===== config.mk =====
export PLATFORM = sky130hd
export DESIGN_NAME = spi_seq_engine
export DESIGN_NICKNAME = d
export VERILOG_FILES = /design/src/rtl/spi_seq_engine.sv
export SDC_FILE = /design/constraint.sdc
export NUM_CORES = 1
export LEC_CHECK = 0
export BUFFER_PORTS_ARGS = -buffer_cell sky130_fd_sc_hd__clkbuf_2
export CORE_UTILIZATION = 45
export DETAILED_ROUTE_END_ITERATION = 12
export RECOVER_POWER = 50
export SYNTH_ARGS = -nofsm -noshare
export SYNTH_HDL_FRONTEND = slang
export SYNTH_SLANG_ARGS = --single-unit

===== constraint.sdc =====
create_clock -name CLK -period 3.65 [get_ports CLK]
set_input_delay 0.73 -clock CLK [delete_from_list [all_inputs] [get_ports CLK]]
set_output_delay 0.73 -clock CLK [all_outputs]
set_load 0.02 [all_outputs]

===== src/rtl/spi_seq_engine.sv =====
// spi_seq_engine: SPI display controller that pulses display reset, plays a ROM init program, then streams host bytes
// ROM_INIT packs the 10-bit entries {op,arg}; entry i sits at bits [10*i +: 10].
module spi_seq_engine #(
  parameter int DIV_FREQ_BY = 50,
  parameter int NUM_ENTRIES = 128,
  parameter logic [NUM_ENTRIES*10-1:0] ROM_INIT = {{(NUM_ENTRIES*10-10){1'b0}}, 10'h300},
  parameter int GAP_CYCLES = 4,
  parameter int DELAY_UNIT = 50000,
  parameter int RST_CYCLES = 50000
) (
  input  logic       CLK,
  input  logic       RESET,
  input  logic       start,
  input  logic       s_valid,
  input  logic [7:0] s_data,
  input  logic       s_dc,
  output logic       s_ready,
  output logic       busy,
  output logic       init_done,
  output logic       rom_overrun,
  output logic       dc,
  output logic       mosi,
  output logic       cs,
  output logic       sck,
  output logic       reset_display
);
  typedef enum logic [3:0] {
    S_IDLE, S_RST_LOW, S_RST_WAIT, S_FETCH, S_DECODE, S_SHIFT, S_DELAY, S_GAP, S_READY
  } state_t;
  localparam int PW = $clog2(NUM_ENTRIES);
  localparam int PHW = $clog2(DIV_FREQ_BY);
  localparam logic [PW-1:0] P_LAST = PW'(NUM_ENTRIES - 1);
  localparam logic [PHW-1:0] PH_LAST = PHW'(DIV_FREQ_BY - 1);
  localparam logic [PHW-1:0] PH_HALF = PHW'(DIV_FREQ_BY / 2);
  localparam logic [31:0] C_RST = RST_CYCLES - 1;
  localparam logic [31:0] C_SHIFT = 8 * DIV_FREQ_BY - 1;
  localparam logic [31:0] C_GAP_I = GAP_CYCLES - 1;
  localparam logic [31:0] C_GAP_S = (GAP_CYCLES > 1) ? GAP_CYCLES - 2 : 0;
  localparam logic [31:0] C_DU = DELAY_UNIT;
  state_t r_state, w_next;
  logic [31:0] r_cnt, w_delay_len;
  logic [PW-1:0] r_ptr;
  logic [PHW-1:0] r_ph;
  logic [9:0] r_rom_q;
  logic [7:0] r_sr;
  logic r_dc, r_stream, r_end, r_ovr, w_last, w_ovr_set;
  logic [9:0] w_rom [NUM_ENTRIES];
  for (genvar g = 0; g < NUM_ENTRIES; g++) begin : g_rom
    assign w_rom[g] = ROM_INIT[g*10 +: 10];
  end
  assign w_last = r_ptr == P_LAST;
  assign w_delay_len = {24'd0, r_rom_q[7:0]} * C_DU;
  // Next-state logic; stream bytes shorten GAP by one cycle because the READY handshake cycle also keeps cs high.
  always_comb begin
    w_next = r_state;
    w_ovr_set = 1'b0;
    case (r_state)
      S_IDLE:     w_next = start ? S_RST_LOW : S_IDLE;
      S_RST_LOW:  w_next = (r_cnt == C_RST) ? S_RST_WAIT : S_RST_LOW;
      S_RST_WAIT: w_next = (r_cnt == C_RST) ? S_FETCH : S_RST_WAIT;
      S_FETCH:    w_next = S_DECODE;
      S_DECODE: begin
        if (r_rom_q[9:8] == 2'b11) w_next = S_READY;
        else if (r_rom_q[9:8] != 2'b10) w_next = S_SHIFT;
        else if (r_rom_q[7:0] != 8'd0) w_next = S_DELAY;
        else begin
          w_next = w_last ? S_READY : S_FETCH;
          w_ovr_set = w_last;
        end
      end
      S_SHIFT: if (r_cnt == C_SHIFT) w_next = (r_stream && GAP_CYCLES == 1) ? S_READY : S_GAP;
      S_GAP: if (r_cnt == (r_stream ? C_GAP_S : C_GAP_I)) begin
        w_next = (r_stream || r_end) ? S_READY : S_FETCH;
        w_ovr_set = !r_stream && r_end;
      end
      S_DELAY: if (r_cnt == w_delay_len - 32'd1) begin
        w_next = r_end ? S_READY : S_FETCH;
        w_ovr_set = r_end;
      end
      S_READY: w_next = start ? S_RST_LOW : (s_valid ? S_SHIFT : S_READY);
      default: w_next = S_IDLE;
    endcase
  end
  // State, counters, ROM read, pointer and shifter registers.
  always_ff @(posedge CLK) begin
    if (RESET) begin
      r_state <= S_IDLE;
      r_cnt <= '0;
      r_ptr <= '0;
      r_ph <= '0;
      r_rom_q <= '0;
      r_sr <= '0;
      r_dc <= 1'b1;
      r_stream <= 1'b0;
      r_end <= 1'b0;
      r_ovr <= 1'b0;
    end else begin
      r_state <= w_next;
      r_cnt <= (w_next != r_state) ? 32'd0 : r_cnt + 32'd1;
      r_ovr <= r_ovr | w_ovr_set;
      if (r_state == S_FETCH) r_rom_q <= w_rom[r_ptr];
      if (w_next == S_RST_LOW && r_state != S_RST_LOW) begin
        r_ptr <= '0;
        r_end <= 1'b0;
      end
      if (r_state == S_DECODE) begin
        r_ptr <= w_last ? '0 : r_ptr + 1'b1;
        r_end <= r_end | w_last;
      end
      if (w_next == S_SHIFT && r_state != S_SHIFT) begin
        r_sr <= (r_state == S_READY) ? s_data : r_rom_q[7:0];
        r_dc <= (r_state == S_READY) ? s_dc : ~r_rom_q[8];
        r_stream <= r_state == S_READY;
        r_ph <= '0;
      end else if (r_state == S_SHIFT) begin
        r_ph <= (r_ph == PH_LAST) ? '0 : r_ph + 1'b1;
        if (r_ph == PH_LAST) r_sr <= {r_sr[6:0], 1'b0};
      end
    end
  end
  assign cs = r_state != S_SHIFT;
  assign sck = (r_state == S_SHIFT) && (r_ph >= PH_HALF);
  assign mosi = (r_state == S_SHIFT) && r_sr[7];
  assign dc = r_dc;
  assign reset_display = r_state != S_RST_LOW;
  assign busy = (r_state != S_IDLE) && (r_state != S_READY);
  assign init_done = r_state == S_READY;
  assign s_ready = (r_state == S_READY) && !start;
  assign rom_overrun = r_ovr;
endmodule

==> summary.md <==
| Metric | Value |
|---|---|
| Port Buffer Count | `21` |
| Ys Warns | `0` |
| Share of the synthesized area in the top cell type | `37.4%` |
| Crit path max-delay family | `simple AND/OR/NAND/NOR gates` |
| Clock buffer depth | `2` |
| EDFF count, synth | `0` |
| Synth area leaders | `dfxtp_1 37%, nor3_1 6.9%, xnor2_1 5.0%, xor2_1 4.2%, nand2_1 4.0%` |
| Max-slew headroom | `between 30 and 40%` |
| Delay of the slowest critical-path stage | `860 ps` |
| Tmin final | `3300 ps` |
| Die Area | `7720 um^2` |
| Critical Path Stages | `6` |
| Cell breakdown of the critical path | `or4_4, or4_1, o21ai_2, o211ai_2, nor3_2, mux2_2` |
| CTS tree | `done` |
| Detailed placer's ending HPWL | `around 5000 um` |
| Reg2reg start | `r_cnt[12]$_SDFF_PP0_` |
| Fillers | `698` |
| # Max-Cap Violations | `0` |
| WP data arrival | `roughly 3500 ps` |
| Clock skew | `6.57 ps` |
| Post-synth top area cell | `dfxtp_1` |
| Post-synth top flop | `dfxtp_1` |
| Mapped cell area | `3320 um^2` |
| Residual DRC | `0` |
| Fmax | `303 MHz` |
| CTS Sinks | `62` |
| Xor/xnor share of the synthesized area | `a little under a tenth` |
| Hold Slack | `479 ps` |
| Final setup violating endpoints | `0` |
| Initial antenna violation count | `0` |
| Peak VDD IR | `0.282 mV` |
| Share of cells above drive strength 1 | `10.3%` |
| IO Count | `22` |
| Most frequent cells after synthesis | `62 x dfxtp_1, 46 x nor3_1, 35 x nand2_1, 34 x nor2_1` |
| First-pass GRT wire length | `12500 um` |
| 1st-pass router iterations | `4` |
| Worst Path Class, Setup | `flop to flop` |
| Cells after synthesis | `between 400 and 500` |
| Postcts setup bufs | `0` |
| Final Hold Fails | `0` |
| Root Buffer | `clkbuf_8` |
| Critical path capture point type | `flop` |
| Register area share after synthesis | `37.4%` |
| Routability cong. | `between 0.9 and 1` |
| Syn nets | `420` |
| Critical Path End | `r_sr[0]$_SDFFE_PP0P_` |
| Crit path from | `r_cnt[12]$_SDFF_PP0_` |
| Compound-cell area share of the yosys netlist | `10.6%` |
| Netlist cell types | `54` |
| Vias in the first global route | `2685` |
| GRT Overall Usage | `20.7%` |
| ANT nets after route | `0` |
| Clk slew on worst S/H paths | `roughly 70 ps` |
| Post-synthesis average cell area | `8.27 um^2` |
| P per Cell Area | `353 nW/um^2` |
| Post-CTS Hold Buffers | `0` |
| Die Y-Extent | `87.8 um` |
| FF-to-FF End | `r_sr[0]$_SDFFE_PP0P_` |
| FF-to-FF path depth | `6` |
| GR Overflow Total | `0` |
| Setup WS post-layout | `between 300 and 400 ps` |
| Antenna Cells | `0` |
| RSZ-0062 raised after global routing | `no` |
| Ys async rst share | `0%` |
| Via density per instance | `~5.6` |
| Placement Setup Slack | `between 300 and 400 ps` |
| Final Net Count | `between 400 and 500` |
| Largest net degree at the start of global routing | `33` |
| Final period utilization | `90.5%` |
| Simple-gate share of the synthesized area | `33.7%` |
| WL final | `between 7000 and 8000 um` |
| Hold Path Class | `flop to flop` |
| # rows | `30` |
| Routed len/inst | `around 14 um` |
| Largest family of logic cells by synthesized area | `simple AND/OR/NAND/NOR gates` |
| H-tree depth | `3` |
| Measured slew at the worst slew-check pin | `1030 ps` |
| Hold path startpoint | `r_ptr[6]$_SDFFE_PP0P_` |
| Cts repair resizes | `0` |
| Reg-to-reg slack, setup | `between 300 and 400 ps` |
| Initial Utilization | `approximately 48%` |
| LEAKAGE | `1.19 nW` |
| Final core occ | `roughly 52%` |
| Worst-path fanout max | `15` |
| Outcome | `finished, final reports clean` |
| Clk_lat worst skew | `around 340 ps` |
| Area Overhead vs Synth | `9.85%` |
| Post-Synth Adder-Cell Area | `under 10%` |
| CP max-delay cell | `nor3_2` |
| Worst Path Buf+Inv | `0` |
| Total negative slack | `0 ps` |
| Post-synthesis register bit count | `62` |
| Count leader, synth | `dfxtp_1` |
| Multiplexer area fraction after synthesis | `2.75%` |
| Element type at the critical path start | `flop` |
| Core area | `6940 um^2` |
| Required @ worst endpoint | `3880 ps` |
| Num CTS Buffers | `9` |
| First DRT Iteration DRCs | `160` |
| Final Slew Violations | `0` |
| Die Width | `a little under 90 um` |
| Via Count | `2906` |
## how the worst min path moves through the flow
stage / endpoint / slack, ps / cells past startpoint
finish: r_ptr[6]$_SDFFE_PP0P_ / 480 / 1
global route: r_ptr[6]$_SDFFE_PP0P_ / 520 / 1
CTS: r_ptr[6]$_SDFFE_PP0P_ / 480 / 1
detailed placement: r_ptr[6]$_SDFFE_PP0P_ / 470 / 1
global placement: r_ptr[6]$_SDFFE_PP0P_ / 460 / 1
floorplan: r_ptr[6]$_SDFFE_PP0P_ / 440 / 1
## sequential cells by signal, summed over array words and instances, names as in the netlist, 4 cells and up
register and cells:
r_cnt 32, r_sr 8, r_ptr 7, r_ph 6
r_state 4
## cell usage in the layout, fill, tap and decap left out, types with 5 or more instances in the layout
master and count:
nor4_1 13, clkbuf_2 13, inv_1 11, clkbuf_8 10, nor3b_1 6, a31oi_1 5
nand4_1 11, nand3_1 19, xor2_1 16, xnor2_1 19, o21ai_0 7, ha_1 6
and3_1 9, mux2i_1 8, buf_4 5, o31ai_1 9, clkbuf_1 9, a21oi_1 15
nor2_1 34, dfxtp_1 62, nor3_1 46, nand2_1 35, or4_1 10
## area by class of cell
class	instances	area, um^2	share of cell area [%]
repair buffers	27	136	3.74
inverters	12	45.0	1.24
clock buffers	10	138	3.78
well taps	96	120	3.30
multi-input cells	309	1920	52.8
flip-flops and latches	62	1240	34.1
clock inverters	6	37.5	1.03
## kinds of logic (layout without fill, tap and decap cells)
logic type,after synthesis,count (layout)
fa+ha+maj,6,6
xor+xnor,35,35
mux,9,9
compound gates,53,53
simple gates,206,206
flops,62,62
buf+inv,30,55
## where the power goes
| part | switching, mW | internal [mW] | leakage [nW] | total [mW] |
|---|---|---|---|---|
| combinational | 0.0474 | 0.0220 | 0.605 | 0.0694 |
| sequential | 0.00587 | 0.680 | 0.500 | 0.686 |
| clock | 0.269 | 0.260 | 0.0841 | 0.529 |
## metrics by stage
| stage | power [mW] | instances | instance area (um^2) |
|---|---|---|---|
| floorplan | 0.752 | 401 | 3320 |
| global placement | 0.774 | 506 | 3500 |
| detailed placement | 0.774 | 506 | 3500 |
| CTS | 1.31 | 522 | 3670 |
| global route | 1.35 | 522 | 3640 |
| finish | 1.28 | 522 | 3640 |
## per-layer routing
metal | track usage, % | wire (um)
met3 | 4.52 | 215
met1 | 27.2 | 3540
met4 | 7.60 | 87
met2 | 33.4 | 3310
met5 | 0 | 0
(Power assumes the default switching activity.)
